**src/rtl/data_memory_arbiter.sv**
```systemverilog
// data_memory_arbiter: round-robin, lock-capable arbiter sharing one data memory between two masters
module data_memory_arbiter #(
  parameter int DATA_WIDTH = 32,
  parameter int MAX_LOCK   = 4
) (
  input  logic                  clk,
  input  logic                  reset,
  input  logic                  req0,
  input  logic                  req1,
  input  logic                  we0,
  input  logic                  we1,
  input  logic [DATA_WIDTH-1:0] addr0,
  input  logic [DATA_WIDTH-1:0] addr1,
  input  logic [DATA_WIDTH-1:0] wdata0,
  input  logic [DATA_WIDTH-1:0] wdata1,
  input  logic                  lock0,
  input  logic                  lock1,
  output logic                  gnt0,
  output logic                  gnt1,
  output logic                  rvalid0,
  output logic                  rvalid1,
  output logic [DATA_WIDTH-1:0] rdata0,
  output logic [DATA_WIDTH-1:0] rdata1,
  output logic [DATA_WIDTH-1:0] mem_address,
  output logic [DATA_WIDTH-1:0] mem_write_data,
  output logic                  mem_write,
  output logic                  mem_read,
  input  logic [DATA_WIDTH-1:0] mem_read_data
);
  localparam logic [1:0] NONE = 2'd0;
  localparam logic [1:0] P0   = 2'd1;
  localparam logic [1:0] P1   = 2'd2;
  localparam logic [3:0] LOCK_LIM = 4'(MAX_LOCK - 1);
  logic [1:0]            owner_q, owner_d, win;
  logic                  last_q, last_d;
  logic [3:0]            cnt_q, cnt_d;
  logic                  own0, own1, cont, elig0, elig1;
  logic                  rvalid0_q, rvalid1_q;
  logic [DATA_WIDTH-1:0] rdata0_q, rdata1_q;
  assign own0 = owner_q == P0;
  assign own1 = owner_q == P1;
  // the current owner is never eligible, so an unlocked master cannot win two edges in a row
  assign elig0 = req0 && !own0;
  assign elig1 = req1 && !own1;
  assign cont  = ((own0 && lock0 && req0) || (own1 && lock1 && req1)) && cnt_q < LOCK_LIM;
  always_comb begin
    win     = elig0 && elig1 ? (last_q ? P0 : P1) : elig0 ? P0 : elig1 ? P1 : NONE;
    owner_d = cont ? owner_q : win;
    cnt_d   = cont ? cnt_q + 4'd1 : 4'd0;
    last_d  = (!cont && win != NONE) ? (win == P1) : last_q;
  end
  assign gnt0           = own0;
  assign gnt1           = own1;
  assign mem_address    = own0 ? addr0 : own1 ? addr1 : '0;
  assign mem_write_data = own0 ? wdata0 : own1 ? wdata1 : '0;
  assign mem_write      = (own0 && we0) || (own1 && we1);
  assign mem_read       = (own0 && !we0) || (own1 && !we1);
  assign rvalid0        = rvalid0_q;
  assign rvalid1        = rvalid1_q;
  assign rdata0         = rdata0_q;
  assign rdata1         = rdata1_q;
  always_ff @(posedge clk or negedge reset) begin
    if (!reset) begin
      owner_q   <= NONE;
      last_q    <= 1'b1;
      cnt_q     <= 4'd0;
      rvalid0_q <= 1'b0;
      rvalid1_q <= 1'b0;
      rdata0_q  <= '0;
      rdata1_q  <= '0;
    end else begin
      owner_q   <= owner_d;
      last_q    <= last_d;
      cnt_q     <= cnt_d;
      rvalid0_q <= own0 && !we0;
      rvalid1_q <= own1 && !we1;
      if (own0 && !we0) rdata0_q <= mem_read_data;
      if (own1 && !we1) rdata1_q <= mem_read_data;
    end
  end
endmodule

```
**config.mk**
```make
export PLATFORM = sky130hd
export DESIGN_NAME = data_memory_arbiter
export DESIGN_NICKNAME = d
export VERILOG_FILES = /design/src/rtl/data_memory_arbiter.sv
export SDC_FILE = /design/constraint.sdc
export NUM_CORES = 1
export LEC_CHECK = 0
export ABC_AREA = 0
export BUFFER_PORTS_ARGS = -buffer_cell sky130_fd_sc_hd__buf_2
export CORE_AREA = 4 4 116 118
export CTS_CLUSTER_SIZE = 25
export DETAILED_ROUTE_END_ITERATION = 8
export DIE_AREA = 0 0 120 122
export HOLD_SLACK_MARGIN = 0.12
export PLACE_DENSITY = 0.68
export SLEW_MARGIN = 20
export SYNTH_ARGS = -nofsm -noshare
export SYNTH_HDL_FRONTEND = slang
export SYNTH_SLANG_ARGS = --single-unit
export TNS_END_PERCENT = 100
```
**constraint.sdc**
```tcl
create_clock -name clk -period 1.34 [get_ports clk]
set_input_delay 0.201 -clock clk [delete_from_list [all_inputs] [get_ports clk]]
set_output_delay 0.201 -clock clk [all_outputs]
set_load 0.05 [all_outputs]
```
== Yosys cells after proc, flatten, opt, wreduce, memory -nomap -nowiden ==
Index checks and enable logic that the tools add are counted.

* Bits in registers: 73
* Output and inout bits: 134
* Logic and storage cells: 43

* $add $sub $neg: 1
* $lt $le $gt $ge: 1
* Equal/unequal tests: 3
* Muxes and demuxes: 9
* Reductions and logical operators: 22

{| class="wikitable"
|+ Operator list
! operator !! number
|-
| $mux 32 || 4
|-
| $logic_and 1x1->1 || 13
|-
| $mux 2 || 4
|-
| $logic_not 1->1 || 5
|-
| $add 4x1->4 const B || 1
|-
| $eq 2x2->1 const B || 2
|-
| $lt 4x2->1 const B || 1
|-
| $mux 4 || 1
|-
| $logic_or 1x1->1 || 3
|-
| $eq 2x1->1 const B || 1
|-
| $reduce_bool 2->1 || 1
|}

== Longest topological paths before layout ==
Gate-level depths: netlist of run 1.

* Depth after elaboration: 8
* Depth in mapped cells: 5
* Mapped depth without buffers: 4

== Least setup slack after synthesis of run 1 ==
Ideal clock, no wire load.

* Path kind: flip-flop to output port
* From: register owner_q[1]
* To: output port mem_write_data[18]
* Arrival time: 1777 ps
* Data required time: 1139 ps
* Path slack: -638 ps
* Stages on the path, launching flop included: 4
* Buffers on the path: 1
* Cells stage by stage: dfrtp_1 > nor2b_4 > clkbuf_1 > a22o_1

* Word-level cells in the longest chain between the ends: 3
* Elaborated cells on any way between the ends: 4

{| class="wikitable"
|+ Ends and longest elaborated chain
! what !! RTL line !! source
|-
| from (decl) || 34 || <nowiki>logic [1:0] owner_q, owner_d, win;</nowiki>
|-
| from (signal assigned) || 72 || <nowiki>owner_q <= owner_d;</nowiki>
|-
| $eq 2x2->1 || 41 || <nowiki>assign own1 = owner_q == P1;</nowiki>
|-
| via gnt1 || 19 || <nowiki>output logic gnt1,</nowiki>
|-
| $mux 32 (2 in series) || 55 || <nowiki>assign mem_write_data = own0 ? wdata0 : own1 ? wdata1 : '0;</nowiki>
|-
| to (decl) || 25 || <nowiki>output logic [DATA_WIDTH-1:0] mem_write_data,</nowiki>
|}

The timed path passes the listed nets, and every way through them passes these cells.

== Worst setup path after layout of run 1 ==
* From: register owner_q[1]
* To: output port mem_write_data[14]

* Word-level cells in the longest chain between the ends: 3
* Elaborated cells on any way between the ends: 4

{| class="wikitable"
|+ Ends and longest elaborated chain
! what !! RTL line
|-
| $eq 2x2->1 || 41
|-
| $mux 32 || 55
|-
| $mux 32 (*) || 55
|}

Every way passes the cells marked *; elsewhere a longest branch is shown, timed or not.

==> results.toml, run 1 <==
[run_status]
status = "finished with violations"
violations = "negative setup slack"

[finish]
instances_no_fill = 795
final_nets = 787
layout.core_utilization_pct = 62.0
n_antenna_cell = 0
stdcell_area_um2 = 7730
drive_above_1_share_pct = 80.9
area_delta_synth_final_pct = 115

[global_route]
track_usage_pct = 19.6
grt_pass1_wl_um = 22700
grt_max_degree = 74
antenna_found_initial = 0
overflow = 0
grt_pass1_vias = 4179

[setup_path]
critPathRequiredTime_ns = 1.14
crit_end = "mem_write_data[14]"
critPathSlowestCell = "dfrtp_1"
path_class = "flip-flop to primary output"
crit_chain = "nor2b_4 > buf_12 > clkbuf_16 > a22o_4 > buf_8"
critPathArrivalTime_ns = 1.56
critical-path-max-stage-delay_ns = 0.39
worstSetupStartpoint = "owner_q[1]"
crit_path_end_kind = "primary output"
start_kind = "flip-flop"
crit_cells = 5
cpLargestDelayFamily = "buffers and inverters"
path_max_fanout = 16
r2r-end = "rdata1[22]"
rr_worst_depth = 6
r2r_slack_ns = -0.31
reg2reg_from = "owner_q[0]"
critPathBufInv = 3

[yosys]
yosysMostFrequentCell = "dfrtp_1"
syn_inst = 253
synth_edf_count = 0
synth_seq_cells = 73
synth_area_leaders = "dfrtp_1, a22o_1, mux2_4"
ys_seq_area_share_pct = 50.9
synth_ff_type = "dfrtp_1"
yosysWarnings = 0
synth_top_cells_by_count = "dfrtp_1, a22o_1, mux2_2, mux2_4, buf_2"
syn-cell-area_um2 = 3590
synthDominantCellAreaShare_pct = 50.2
synth.distinct_cells = 32
synth_top_cell_by_area = "dfrtp_1"
synthArstFlopShare_pct = 100
postSynthAreaPerCell_um2 = 14.2

[drt]
routedWlPerCell_um = 19.2
drc = 0
via_per_inst = 4.76
num_vias = 3783
drtPass1Iterations = 4
drt_iter0_drc = 86
routed_wl_um = 15200
drt.antenna.violating_nets = 0

[flow_run]
drv_cap = 0

[placed_design]
place_congestion = 0.858
hpwl_um = 10300
dp_cells = 732
io_buffers = 301
place_area_um2 = 6040

[sta]
finClkSkew_ns = 0.00776
slew_violations = 0
setup_viol = 135
max_freq_mhz = 569
fin_crit_sh_pct = 131
setup_ws_ns = -0.418
rsz0062_at_grt = "true"
layout_min_cycle_time_ns = 1.76
worst_hold_slack_ns = 0.133
finalHoldViolCount = 0

[cts]
htreeDepth = 3
clock_path_buffers = 2
clock_latency_ns = 0.33
clock_sinks = 73
cts_root_buf = "clkbuf_16"
path_clk_slew_ns = 0.06
cts_tree = "built"
numCtsBuffers = 9

[power]
peakVddDrop_mv = 2.12
cellPowerDensity_nw_per_um2 = 2470
p_total_mw = 19.1
p_leak_nw = 3.97

[floorplanning]
rows = 41
die-area_um2 = 14600
die_h_um = 122
core-area_um2 = 12500
initial_core_util_pct = 28.8
pin_count = 302
die_w_um = 120

[worst_hold_path]
holdCritPathClass = "input pin to flip-flop"
whs_path_depth = 2
==> report_power, final <==
group / leakage [nW] / internal [mW] / total (mW) / switching (mW)
combinational: 2.94 / 4.88 / 12.6 / 7.73
clock: 0.159 / 1.69 / 2.60 / 0.911
sequential: 0.870 / 3.24 / 3.88 / 0.638
==> per-stage QoR <==
step	setup TNS (ns)	setup slack (ns)
after global routing	-49.18	-0.470
after detailed placement	-25.03	-0.256
after CTS	-45.85	-0.440
final	-42.34	-0.418
after global placement	-20.61	-0.218
after floorplan	-10.91	-0.113
==> registers in the layout, indices dropped and copies added (netlist names) <==
signal and cells:
cnt_q 4, last_q 1, owner_q 2, rdata0 32, rdata1 32, rvalid0 1
rvalid1 1
==> layout by cell type, fill, tap and decap left out, types with 2 or more instances in the layout <==
master,Yosys,layout
buf_6,2,52
bufinv_16,0,2
a22o_4,0,60
dfrtp_1,72,71
buf_12,0,18
buf_4,3,15
conb_1,1,2
buf_16,0,5
a22o_2,0,5
mux2_4,28,64
buf_2,11,233
inv_1,4,3
o32ai_2,0,2
and4b_1,2,2
nor2b_4,2,2
buf_8,2,18
clkbuf_16,0,13
dlygate4sd3_1,0,29
a21oi_1,2,2
==> worst register-to-register path: cells and delay by family (launching register included) <==
| family | cells | cell delay [ns] |
|---|---|---|
| flip-flops | 1 | 0.44 |
| buffers and inverters | 3 | 0.42 |
| AND/OR/NAND/NOR | 2 | 0.38 |
| multiplexers | 1 | 0.30 |
==> cell families after synthesis <==
group | count (synthesis) | synth area share, %
AOI/OAI and AO/OA | 75 | 18.0
adders and majority gates | 1 | 0.349
buffers and inverters | 25 | 4.36
DFF | 73 | 50.9
muxes | 64 | 23.0
other | 1 | 0.105
and+or+nand+nor | 14 | 3.28
==> layout make-up <==
class,instances,area (um^2)
Clock buffer,10,239
Clock inverter,6,90.1
Fill cell,931,4740
Inverter,4,22.5
Multi-Input combinational cell,156,2310
Sequential cell,73,1830
Tap cell,172,215
Timing Repair Buffer,374,3020
==> routing by layer <==
layer	vias to the layer above	GRT usage [%]	share of wire, %
li1	1702	-	-
met1	1844	19.9	34
met2	210	37.7	55
met3	27	6.55	8.2
met4	0	6.23	2.0
met5	-	0	0
==> repair_timing <==
action | CTS | global route
buffers inserted | 8 | 4
cloned | 6 | 4
hold buffers | 29 | 0
endpoints found under the setup margin | 135 | 137
gates resized for setup | 171 | 46
pin swaps | 5 | 3
endpoints found under the hold margin | 124 | 0
==> how the worst min path moves through the flow <==
stage          slack [ns]          to         startpoint
2_1_floorplan       -0.09    cnt_q[0]              reset
3_3_place_gp         0.26  rdata1[14]              reset
3_5_place_dp         0.26  rdata1[16]              reset
4_1_cts              0.12  rdata1[31]  mem_read_data[31]
5_1_grt              0.13  rdata1[19]  mem_read_data[19]
6_report             0.13  rdata1[31]  mem_read_data[31]
Note: power is estimated with default switching activity, not from simulation.
==> run 2, diff against run 1 <==
Settings changed: CORE_AREA 4 4 116 118 to 5 5 114 116, DIE_AREA 0 0 120 122 to 0 0 119 121, PLACE_DENSITY 0.68 to 0.71.
==> results.toml, run 2 (synthesized netlist as in run 1, its figures left out) <==
[setup_path]
critPathBufInv = 4
crit_chain = "buf_4 > nor2b_4 > buf_12 > buf_4 > a22o_4 > buf_8"
path_common_cell = "buf_4"
path_max_fanout = 11
critical-path-max-stage-delay_ns = 0.37
critPathSlowestCell = "dfrtp_1"
crit_path_end_kind = "primary output"
cpLargestDelayFamily = "buffers and inverters"
critPathArrivalTime_ns = 1.67
start_kind = "flip-flop"
path_class = "flip-flop to primary output"
critPathRequiredTime_ns = 1.14

[placed_design]
place_area_um2 = 6120
hpwl_um = 11100
io_buffers = 301
place_congestion = 0.822

[global_route]
overflow = 0
antenna_found_initial = 0
grt_pass1_vias = 4418
grt_pass1_wl_um = 24200
grt_max_degree = 28
track_usage_pct = 21.4

[floorplanning]
rows = 40
die_w_um = 119
die_h_um = 121
pin_count = 302
core-area_um2 = 11800
die-area_um2 = 14400
initial_core_util_pct = 30.4

[run_status]
status = "finished with violations"
violations = "negative setup slack"

[drt]
drt_iter0_drc = 141
via_per_inst = 4.91
num_vias = 3830
drt.antenna.violating_nets = 0
routedWlPerCell_um = 20.9
routed_wl_um = 16300
drc = 0
drtPass1Iterations = 4

[finish]
area_delta_synth_final_pct = 114
final_nets = 797
layout_common_cells = "buf_2, dfrtp_1, a22o_4"
fillers = 836
layout.core_utilization_pct = 65.1
drive_above_1_share_pct = 82.0
stdcell_area_um2 = 7690
layout_commonest_cell = "buf_2"
n_antenna_cell = 0

[sta]
slew_violations = 0
finClkSkew_ns = 0.00614
setup_tns_ns = -58.12
rsz0062_at_grt = "true"
finalHoldViolCount = 0
setup_ws_ns = -0.527
layout_min_cycle_time_ns = 1.87
max_freq_mhz = 536
setup_viol = 136
worst_hold_slack_ns = 0.129
fin_crit_sh_pct = 139

[power]
peakVddDrop_mv = 1.94
p_total_mw = 18.9
p_leak_nw = 3.94
cellPowerDensity_nw_per_um2 = 2450

[cts]
cts_root_buf = "clkbuf_16"
numCtsBuffers = 9
path_clk_slew_ns = 0.06
clock_latency_ns = 0.33
cts_tree = "built"
clock_path_buffers = 2
clock_sinks = 73
htreeDepth = 3

[flow_run]
drv_cap = 0

[worst_hold_path]
holdCritPathClass = "input pin to flip-flop"
[run 2: final timing paths]
| kind | from | endpoint | slack [ns] | cells past startpoint |
|---|---|---|---|---|
| min in group asynchronous | reset | rdata1[16] | 0.32 | 2 |
| hold reg to reg | cnt_q[0] | cnt_q[0] | 0.44 | 1 |
| hold / removal | mem_read_data[20] | rdata1[20] | 0.13 | 2 |
| setup reg to reg | owner_q[1] | rdata0[18] | -0.47 | 7 |
| max in group asynchronous | reset | last_q | 0.49 | 3 |
| setup / recovery | owner_q[1] | mem_write_data[7] | -0.53 | 6 |
[run 2: where the power goes]
part | switching, mW | internal (mW) | total, mW
Sequential | 0.630 | 3.24 | 3.87
Combinational | 7.79 | 4.82 | 12.6
Clock | 0.928 | 1.44 | 2.36
[run 2: through the flow]
step,instances,setup WS [ns]
global route,780,-0.598
floorplan,254,-0.113
finish,780,-0.527
global placement,720,-0.218
detailed placement,720,-0.256
CTS,779,-0.560
[run 2: timing repair]
| item | 4_1_cts | 5_1_grt |
|---|---|---|
| gates cloned | 10 | 0 |
| setup buffers | 10 | 0 |
| endpoints found under the setup margin | 135 | 139 |
| pin swaps | 3 | 1 |
| endpoints found under the hold margin | 105 | 1 |
| resized for setup | 181 | 21 |
| hold buffers | 23 | 1 |
[run 2: cell type report]
cell class	count	area (um^2)	share of cell area, %
Tap cell	147	184	2.39
Multi-Input combinational cell	156	2190	28.5
Clock inverter	7	71.3	0.927
Clock buffer	9	225	2.93
Timing Repair inverter	1	3.75	0.0488
Sequential cell	73	1830	23.8
Timing Repair Buffer	383	3170	41.2
Inverter	4	22.5	0.293
[run 2: per-layer routing]
layer	wire, um	GRT usage (%)	vias up
met5	0	0	-
met2	9070	41.5	201
met3	1440	7.23	34
met1	5350	21.3	1864
li1	-	-	1731
met4	422	6.30	0
==> run 3, diff against run 2 <==
==> constraint.sdc (replaced) <==
create_clock -name clk -period 1.34 [get_ports clk]
set_input_delay 0.201 -clock clk [delete_from_list [all_inputs] [get_ports clk]]
set_output_delay 0.201 -clock clk [all_outputs]
set_load 0.02 [all_outputs]
==> results.toml, run 3 (synthesized netlist as in run 1, its figures left out) <==
[finish]
layout_commonest_cell = "buf_2"
drive_above_1_share_pct = 81.4
layout_common_cells = "buf_2, buf_6, dfrtp_1"
area_delta_synth_final_pct = 106
n_antenna_cell = 0
final_nets = 788

[worst_hold_path]
holdCritPathClass = "input pin to flip-flop"
min_from = "mem_read_data[18]"

[setup_path]
critPathSlowestCell = "dfrtp_1"
start_kind = "flip-flop"
critPathRequiredTime_ns = 1.14
reg2reg_from = "owner_q[0]"
crit_end = "mem_address[23]"
critPathArrivalTime_ns = 1.57
critical-path-max-stage-delay_ns = 0.41
crit_path_end_kind = "primary output"
worstSetupStartpoint = "owner_q[1]"
rr_worst_depth = 7
path_max_fanout = 14
r2r-end = "rdata1[10]"
r2r_slack_ns = -0.41
path_class = "flip-flop to primary output"
crit_chain = "nor2b_4 > buf_12 > buf_16 > a22o_4 > buf_2"

[placed_design]
hpwl_um = 11400
pre_cts_ws_ns = -0.209
place_congestion = 0.932
io_buffers = 301

[power]
cellPowerDensity_nw_per_um2 = 2050
p_total_mw = 15.2
peakVddDrop_mv = 1.40
p_leak_nw = 3.86

[sta]
max_freq_mhz = 563
setup_tns_ns = -47.44
layout_min_cycle_time_ns = 1.78
worst_hold_slack_ns = 0.125
setup_ws_ns = -0.435
setup_viol = 139
slew_violations = 0
finalHoldViolCount = 0
finClkSkew_ns = 0.00836
rsz0062_at_grt = "true"
fin_crit_sh_pct = 132

[drt]
drtPass1Iterations = 4
via_per_inst = 4.99
num_vias = 3841
routed_wl_um = 16200
drt.antenna.violating_nets = 0
routedWlPerCell_um = 21.1
drc = 0
drt_iter0_drc = 99

[cts]
clock_sinks = 73
path_clk_slew_ns = 0.06
cts_tree = "built"
numCtsBuffers = 9
cts_root_buf = "clkbuf_16"
htreeDepth = 3
clock_path_buffers = 2
clock_latency_ns = 0.33

[floorplanning]
die-area_um2 = 14400
die_w_um = 119
rows = 40
initial_core_util_pct = 30.4
die_h_um = 121
core-area_um2 = 11800
pin_count = 302

[global_route]
grt_pass1_vias = 4360
antenna_found_initial = 1
track_usage_pct = 20.7
overflow = 0
grt_pass1_wl_um = 23600
grt_max_degree = 57

[run_status]
violations = "negative setup slack"
status = "finished with violations"

[flow_run]
drv_cap = 0
## run 3: cell types whose count changed in the layout (fill, tap and decap cells not counted), moves of 6 or more
cell and change:
buf_6 +34, mux2_2 -27, mux2_4 +27, a22o_1 +21, buf_8 -17, a22o_4 -15, dlygate4sd3_1 -15, buf_12 -9
a22o_2 -6
## run 3: area by class of cell
cell class | count | area, um^2
Fill cell | 872 | 4410
Timing Repair Buffer | 375 | 2870
Multi-Input combinational cell | 156 | 2200
Sequential cell | 73 | 1830
Clock buffer | 12 | 256
Tap cell | 147 | 184
Clock inverter | 3 | 40.0
Inverter | 4 | 22.5
## run 3: metrics by stage
stage               cells  area [um^2]  utilization, %
floorplan             254         4170               -
finish                770         7400            62.7
detailed placement    721         6020            50.9
global route          770         7400            62.7
CTS                   765         7120            60.3
global placement      721         6020            50.9
## run 3: how the worst min path moves through the flow
| stage | to | slack, ns | cells after the start |
|---|---|---|---|
| finish | rdata0[18] | 0.12 | 2 |
| global route | rdata1[24] | 0.12 | 2 |
| CTS | rdata0[12] | 0.12 | 2 |
| detailed placement | rdata1[18] | 0.21 | 2 |
| global placement | rdata1[14] | 0.21 | 2 |
| floorplan | cnt_q[0] | -0.09 | 0 |
## run 3: report_power, final
group / leakage, nW / switching [mW] / internal [mW]
Sequential: 0.870 / 0.675 / 3.25
Combinational: 2.84 / 4.25 / 4.61
Clock: 0.148 / 0.859 / 1.53
## run 3: timing repair
item / 4_1_cts / 5_1_grt
resized for setup: 153 / 63
endpoints found under the setup margin: 135 / 138
hold endpoints to repair: 82 / 0
pin swaps: 14 / 4
hold buffers: 9 / 0
buffers inserted: 18 / 10
gates cloned: 4 / 2
## run 3: layer usage
| metal | wire length [um] | up-vias | track usage, % | share of wire, % |
|---|---|---|---|---|
| met1 | 5370 | 1908 | 20.1 | 33 |
| met3 | 1410 | 31 | 8.07 | 8.7 |
| met4 | 327 | 2 | 6.73 | 2.0 |
| met2 | 9100 | 196 | 39.8 | 56 |
| met5 | 7 | - | 0 | 0.043 |
| li1 | - | 1704 | - | - |
## run 3: worst max-delay path: cells and delay by family, from the launching register on
family,cells,cell delay [ns]
compound gates,1,0.21
flops,1,0.41
simple gates,1,0.16
buf+inv,3,0.46
